==> src/rtl/rx_frame_parser_if.sv <==
// Byte stream from the UART receiver in, parsed payload beats and error strobes out.
// The parser takes the slave modport; whoever feeds it takes the master modport.
interface rx_frame_parser_if;
    logic [7:0] i_rx_data;
    logic       i_rx_valid;
    logic [7:0] o_data;
    logic       o_valid;
    logic       o_first;
    logic       o_last;
    logic       o_err;
    logic [1:0] o_err_code;

    modport master (
        output i_rx_data, i_rx_valid,
        input  o_data, o_valid, o_first, o_last, o_err, o_err_code
    );

    modport slave (
        input  i_rx_data, i_rx_valid,
        output o_data, o_valid, o_first, o_last, o_err, o_err_code
    );
endinterface

==> src/rtl/rx_frame_parser.sv <==
// Frame parser: SOF, LEN, LEN payload bytes, XOR checksum; emits payload beats and error strobes.
// Define RX_FRAME_TIMEOUT_EN to abort frames after TIMEOUT_CYCLES idle clocks (error code 11).
module rx_frame_parser #(
    parameter logic [7:0] SOF_BYTE       = 8'hA5,
    parameter int         TIMEOUT_CYCLES = 100000
) (
    input logic              i_clk,
    input logic              i_rst,
    rx_frame_parser_if.slave bus
);

    typedef enum logic [1:0] {
        IDLE,
        LEN,
        PAYLOAD,
        CHK
    } state_t;

    state_t     state_q, state_d;
    logic [7:0] cnt_q, cnt_d;
    logic [7:0] acc_q, acc_d;
    logic       first_pend_q, first_pend_d;
    logic [7:0] data_q, data_d;
    logic       valid_q, valid_d;
    logic       first_q, first_d;
    logic       last_q, last_d;
    logic       err_q, err_d;
    logic [1:0] code_q, code_d;
    logic       timeout;

`ifdef RX_FRAME_TIMEOUT_EN
    localparam int TW = $clog2(TIMEOUT_CYCLES + 1);

    logic [TW-1:0] idle_q;

    // Counts consecutive silent cycles while a frame is open; any byte restarts it.
    always_ff @(posedge i_clk) begin
        if (i_rst || bus.i_rx_valid || state_q == IDLE) begin
            idle_q <= '0;
        end else begin
            idle_q <= idle_q + 1'b1;
        end
    end

    assign timeout = !bus.i_rx_valid && (state_q != IDLE) &&
                     (idle_q == TW'(TIMEOUT_CYCLES - 1));
`else
    assign timeout = 1'b0;
`endif

    always_ff @(posedge i_clk) begin
        if (i_rst) begin
            state_q      <= IDLE;
            cnt_q        <= '0;
            acc_q        <= '0;
            first_pend_q <= 1'b0;
            data_q       <= '0;
            valid_q      <= 1'b0;
            first_q      <= 1'b0;
            last_q       <= 1'b0;
            err_q        <= 1'b0;
            code_q       <= 2'b00;
        end else begin
            state_q      <= state_d;
            cnt_q        <= cnt_d;
            acc_q        <= acc_d;
            first_pend_q <= first_pend_d;
            data_q       <= data_d;
            valid_q      <= valid_d;
            first_q      <= first_d;
            last_q       <= last_d;
            err_q        <= err_d;
            code_q       <= code_d;
        end
    end

    always_comb begin
        state_d      = state_q;
        cnt_d        = cnt_q;
        acc_d        = acc_q;
        first_pend_d = first_pend_q;
        data_d       = data_q;
        valid_d      = 1'b0;
        first_d      = 1'b0;
        last_d       = 1'b0;
        err_d        = 1'b0;
        code_d       = 2'b00;

        if (timeout) begin
            state_d = IDLE;
            err_d   = 1'b1;
            code_d  = 2'b11;
        end else if (bus.i_rx_valid) begin
            case (state_q)
                IDLE: begin
                    if (bus.i_rx_data == SOF_BYTE) begin
                        state_d = LEN;
                    end
                end
                LEN: begin
                    if (bus.i_rx_data == 8'd0) begin
                        err_d   = 1'b1;
                        code_d  = 2'b01;
                        state_d = IDLE;
                    end else begin
                        cnt_d        = bus.i_rx_data;
                        acc_d        = 8'd0;
                        first_pend_d = 1'b1;
                        state_d      = PAYLOAD;
                    end
                end
                PAYLOAD: begin
                    // cnt_q holds the bytes still due, so 1 marks the final beat.
                    data_d       = bus.i_rx_data;
                    valid_d      = 1'b1;
                    first_d      = first_pend_q;
                    first_pend_d = 1'b0;
                    acc_d        = acc_q ^ bus.i_rx_data;
                    cnt_d        = cnt_q - 8'd1;
                    if (cnt_q == 8'd1) begin
                        last_d  = 1'b1;
                        state_d = CHK;
                    end
                end
                CHK: begin
                    if (bus.i_rx_data != acc_q) begin
                        err_d  = 1'b1;
                        code_d = 2'b10;
                    end
                    state_d = IDLE;
                end
                default: state_d = IDLE;
            endcase
        end
    end

    assign bus.o_data     = data_q;
    assign bus.o_valid    = valid_q;
    assign bus.o_first    = first_q;
    assign bus.o_last     = last_q;
    assign bus.o_err      = err_q;
    assign bus.o_err_code = code_q;

endmodule

==> src/flat_wrapper.sv <==
// flat-port wrapper written by rule: the top's interface ports become plain ports
module rx_frame_parser_flat 
#(
    parameter logic [7:0] SOF_BYTE       = 8'hA5,
    parameter int         TIMEOUT_CYCLES = 100000
)
  (i_clk, i_rst, bus_i_rx_data, bus_i_rx_valid, bus_o_data, bus_o_valid, bus_o_first, bus_o_last, bus_o_err, bus_o_err_code);
  rx_frame_parser_if bus_i ();
  input logic i_clk;
  input logic i_rst;
  input wire logic [$bits(bus_i.i_rx_data)-1:0] bus_i_rx_data;
  input wire logic [$bits(bus_i.i_rx_valid)-1:0] bus_i_rx_valid;
  output wire logic [$bits(bus_i.o_data)-1:0] bus_o_data;
  output wire logic [$bits(bus_i.o_valid)-1:0] bus_o_valid;
  output wire logic [$bits(bus_i.o_first)-1:0] bus_o_first;
  output wire logic [$bits(bus_i.o_last)-1:0] bus_o_last;
  output wire logic [$bits(bus_i.o_err)-1:0] bus_o_err;
  output wire logic [$bits(bus_i.o_err_code)-1:0] bus_o_err_code;
  assign bus_i.i_rx_data = bus_i_rx_data;
  assign bus_i.i_rx_valid = bus_i_rx_valid;
  assign bus_o_data = bus_i.o_data;
  assign bus_o_valid = bus_i.o_valid;
  assign bus_o_first = bus_i.o_first;
  assign bus_o_last = bus_i.o_last;
  assign bus_o_err = bus_i.o_err;
  assign bus_o_err_code = bus_i.o_err_code;
  rx_frame_parser #(.SOF_BYTE(SOF_BYTE), .TIMEOUT_CYCLES(TIMEOUT_CYCLES)) u_core (.i_clk(i_clk), .i_rst(i_rst), .bus(bus_i));
endmodule
==> config.mk <==
export PLATFORM = sky130hd
export DESIGN_NAME = rx_frame_parser_flat
export DESIGN_NICKNAME = d
export VERILOG_FILES = /design/src/rtl/rx_frame_parser_if.sv /design/src/rtl/rx_frame_parser.sv /design/src/flat_wrapper.sv
export SDC_FILE = /design/constraint.sdc
export NUM_CORES = 1
export LEC_CHECK = 0
export ABC_AREA = 1
export BUFFER_PORTS_ARGS = -buffer_cell sky130_fd_sc_hd__buf_2
export CORE_MARGIN = 2
export CORE_UTILIZATION = 55
export DETAILED_ROUTE_END_ITERATION = 10
export PLACE_DENSITY_LB_ADDON = 0.12
export SLEW_MARGIN = 10
export SYNTH_ARGS = -nofsm -noshare
export SYNTH_HDL_FRONTEND = slang
export SYNTH_SLANG_ARGS = --single-unit
==> constraint.sdc <==
create_clock -name i_clk -period 1.5 [get_ports i_clk]
set_input_delay 0.3 -clock i_clk [delete_from_list [all_inputs] [get_ports i_clk]]
set_output_delay 0.3 -clock i_clk [all_outputs]
set_load 0.005 [all_outputs]
# Word-level counts from Yosys, hierarchy flattened
# Index checks and enable logic that the tools add are counted.
# word_totals
inputBits,11
out_inout_bits,14
regBits,33
wordCells,49
# classes
bitwise_logic,3
mux,18
eq_ne,9
addsub,1
n_reduce_logical,8
# op_table
op,n
$pmux W8 S2,2
$mux W8,2
$eq A8 B1 Y1 const B,1
$eq A8 B8 Y1 const B,1
$logic_not A8 Y1,1
$mux W2,4
$ne A8 B8 Y1,1
$pmux W2 S4,1
$sub A8 B1 Y8 const B,1
$xor A8 B8 Y8,1
$mux W1,6
$reduce_and A3 Y1,2
$eq A2 B2 Y1 const B,2
$ne A2 B1 Y1 const B,2
$pmux W1 S2,2
$pmux W2 S2,1
$reduce_or A3 Y1,1
$eq A2 B1 Y1 const B,1
$logic_not A2 Y1,1
$ne A2 B2 Y1 const B,1
$not A1 Y1,2
$reduce_and A2 Y1,1
$reduce_bool A2 Y1,1
$reduce_or A2 Y1,1

# Longest topological paths before layout
# logic_depth
depth_word,3
mapped_depth,10

# Least setup slack after synthesis
# OpenSTA, ideal clock, no wires.
# synth_timing
path_type,register to register
start,register (tool-made name)
end,register u_core.cnt_q[6]
period_less_slack_ns,1.213
setup_time_ns,0.117
required_time_ns,1.383
stages_incl_launch_ff,9
setup_slack_ns,0.287
arrival_time_ns,1.096
cell_sequence,dfxtp_1 nand2_4 nor2_8 inv_4 nand2_4 inv_6 buf_12 a21oi_2 nor2_1
# synth_rtl
element,line,rtl
"end signal, assigned",rx_frame_parser.sv:65,cnt_q <= cnt_d;
"end, declared",rx_frame_parser.sv:20,"logic [7:0] cnt_q, cnt_d;"

# Worst setup path after layout
# layout_timing
start,register u_core.cnt_q[1]
end,register u_core.cnt_q[2]
# layout_via
elab_chain_len,2
# layout_rtl
element,line,rtl
$sub A8 B1 Y8,rx_frame_parser.sv:119,cnt_d = cnt_q - 8'd1;
$pmux W8 S2,rx_frame_parser.sv:94,case (state_q)
# No other way between the ends.
# A chain may end at the register's enable or synchronous reset.

==> results.md <==
- Async S/R FF share, synth: 0
- CTS Hold Bufs: 0
- Worst-case clock skew: 0.00955 ns
- Setup TNS Final: 0 ns
- Initial antenna violation count: 0
- MaxCap Viol Count: 0
- DRC viols: 0
- GR met2 Demand/Resource: 0.374
- Tcrit/Tclk final: 0.888
- Hold Fails Final Rpt: 0
- Largest net degree at the start of global routing: 17
- Dominant synthesized flop cell: dfxtp_1
- Vias in the first global route: 1318
- Worst slew pin tran: 0.417 ns
- Register area share after synthesis: 0.405
- FF-to-FF path depth: 8
- Hpwl dp: 2730 um
- Met3 usage: 0.0857
- Worst EP required: 1.74 ns
- CTS Root Cell: clkbuf_4
- CTS sink count: 33
- Post-synthesis compound-gate area fraction: 0.143
- CTS max path bufs: 2
- Layout net count: 266
- Area Overhead vs Synth: 13.2%
- Die area: 3420 sq um
- Final core utilization: 0.664
- Post-Synth Simple-Gate Area: 0.325
- NetSw: 382 uW
- Run status: complete, no violations
- Ys Warns: 0
- # resized after CTS: 0
- Commonest non-fill, non-tap cells in the layout: nor2_1, nand2_1, dfxtp_1
- Netlist cell types: 29
- # rows: 19
- Ranking of synthesized cells by area: dfxtp_1, nor2_1, nand2_1
- Yosys top cell area share: 0.405
- Pre-Repair DR Iteration Count: 4
- Clock transition at path regs: 0.10 ns
- Via-to-Cell Ratio: 5.19
- Max Freq: 751 MHz
- Reg2reg end: u_core.cnt_q[2]$_SDFFE_PP0P_
- Dpl cell area: 1790 sq um
- Pwr/cell area: 829 nW/um^2
- Antenna-violating nets left: 0
- Clock power share: 0.337
- Hold path endpoint: u_core.bus.o_data[3]$_SDFFE_PP0N_
- LEAKAGE: 0.000849 uW
- Fin crit period: 1.33 ns
- Synth Area in XOR/XNOR: 0.0430
- DRT Wirelength: 3690 um
- Post-synthesis mux area share: 0
- Number of flops mapped to enable cells by yosys: 0
- Commonest non-fill, non-tap cell in the layout: nor2_1
- Post-DR wirelength/cell: 13.0 um
- Int Pwr: 1150 uW
- Starting Density: 0.586
- Worst Setup End Kind: register
- Iteration-0 DRC Markers: 55
- Number of port buffers: 24
- Fraction of layout cells with a size suffix above 1: 0.233
- Syn_area_per_cell: 7.34 sq um
- First-pass GRT wire length: 6180 um
- Endpoints failing setup: 0
- Core ar.: 2780 sq um
- Met1 GRT Util: 0.331
- Total track usage: 0.249
- Diode count: 0
- Critical path type: register to register
- Peak VDD IR: 0.727 mV
- Largest family of logic cells by synthesized area: simple AND/OR/NAND/NOR gates
- Syn_nets: 235
- Top Usage Layer GRT: met2
- # Post-CTS Setup Buffers: 0
- Design Area, Final: 1850 sq um
- Worst-skew pair later-pin latency: 0.34 ns
- Flop pwr share: 0.581
- HP Class: input pin to register
- Worst Hold Depth: 3
- R2R Setup Slk: 0.17 ns
- Die width: 58.4 um
- DR vias: 1475
- CTS tree: built
- CP max FO: 5
- RSZ-0062 raised after global routing: false
- CP startpoint kind: register
- GPL Wtd Cong: 0.847
- Hold wc startpoint: bus_i_rx_data[3]
- Final slew viol count: 0
- Top cell type by total area after synthesis: dfxtp_1
- Sw Share: 0.250
- Comb pwr share: 0.083
- H-Tree Depth: 2
- Synthesized area: 1630 sq um
- Total power: 1530 uW
- Total gr overflow: 0
- Critical Path AT: 1.57 ns
- CTS Buf Count: 5
- Adder-cell area share of the yosys netlist: 0.0153
- Slew HR: 0.722
- Ports: 25
- Die height: 58.4 um
- Post-Syn Instances: 222
- Synthesized flop and latch total: 33
- Reg-to-Reg Start: u_core.cnt_q[1]$_SDFFE_PP0P_
[synthesized netlist by cell type, types with 3 or more instances]
cell and instances:
nor2_1 46, a21oi_1 8, nor3_1 4, nand2_2 5, inv_1 14, o21ai_0 23
a21oi_2 5, or2_2 4, nand2_1 37, nand3_1 11, xor2_1 4, dfxtp_1 33
nand4_1 3, xnor2_1 4
[worst max path at each step]
stage | end | cells past startpoint | startpoint
after global placement | u_core.acc_q[5]$_SDFFE_PP0P_ | 8 | bus_i_rx_data[1]
after global routing | u_core.acc_q[4]$_SDFFE_PP0P_ | 8 | register
after CTS | u_core.acc_q[6]$_SDFFE_PP0P_ | 8 | u_core.state_q[0]$_SDFFE_PP0P_
after detailed placement | u_core.acc_q[6]$_SDFFE_PP0P_ | 8 | bus_i_rx_data[1]
final | u_core.cnt_q[2]$_SDFFE_PP0P_ | 8 | u_core.cnt_q[1]$_SDFFE_PP0P_
after floorplan | u_core.cnt_q[6]$_SDFFE_PP0P_ | 8 | register
[cell families (layout without fill, tap and decap cells)]
| kind of cell | count (synthesis) | after routing |
|---|---|---|
| buffers and inverters | 23 | 54 |
| AND/OR/NAND/NOR | 117 | 117 |
| adder cells (fa/ha/maj) | 2 | 2 |
| XOR/XNOR | 8 | 8 |
| AO/OA/AOI/OAI | 39 | 39 |
| flip-flops | 33 | 33 |
[critical path, cell delays in order (launching register included)]
cell     delay (ns)
dfxtp_1        0.37
inv_1          0.08
ha_1           0.24
inv_1          0.08
nor2_1         0.04
o21ai_0        0.20
nand2_1        0.07
nor2_1         0.10
nor2_1         0.05
[layout make-up]
class,count,area [sq um]
flip-flops and latches,33,662
well taps,31,38.8
repair buffers,29,158
clock buffers,7,55.1
fillers,248,936
inverters,18,75.1
multi-input cells,166,857
[power by group through the flow]
stage / sequential, uW / clock, uW / combinational (uW)
global placement: 908 / 0 / 124
detailed placement: 908 / 0 / 126
finish: 888 / 515 / 126
CTS: 888 / 536 / 126
global route: 889 / 580 / 143
floorplan: 907 / 0 / 78.8
[per-stage QoR]
stage | hold slack [ns] | std cells | worst slack, ns
floorplan | 0.369 | 222 | 0.287
global placement | 0.461 | 277 | 0.152
detailed placement | 0.463 | 277 | 0.0928
CTS | 0.261 | 284 | 0.134
global route | 0.272 | 284 | 0.0512
finish | 0.286 | 284 | 0.168
[state kept, by name, summed over array words and instances, names as in the netlist, named ones only]
signal / flops
u_core.acc_q: 8
u_core.bus.o_data: 8
u_core.bus.o_err: 1
u_core.bus.o_err_code: 2
u_core.bus.o_first: 1
u_core.bus.o_last: 1
u_core.bus.o_valid: 1
u_core.cnt_q: 8
u_core.first_pend_q: 1
u_core.state_q: 1
[per-layer routing]
| metal | vias to the layer above | wire [um] |
|---|---|---|
| li1 | 774 | - |
| met1 | 653 | 1800 |
| met2 | 42 | 1620 |
| met3 | 6 | 213 |
| met4 | 0 | 57 |
| met5 | - | 0 |
No activity file was read; power rests on OpenSTA's default activity.
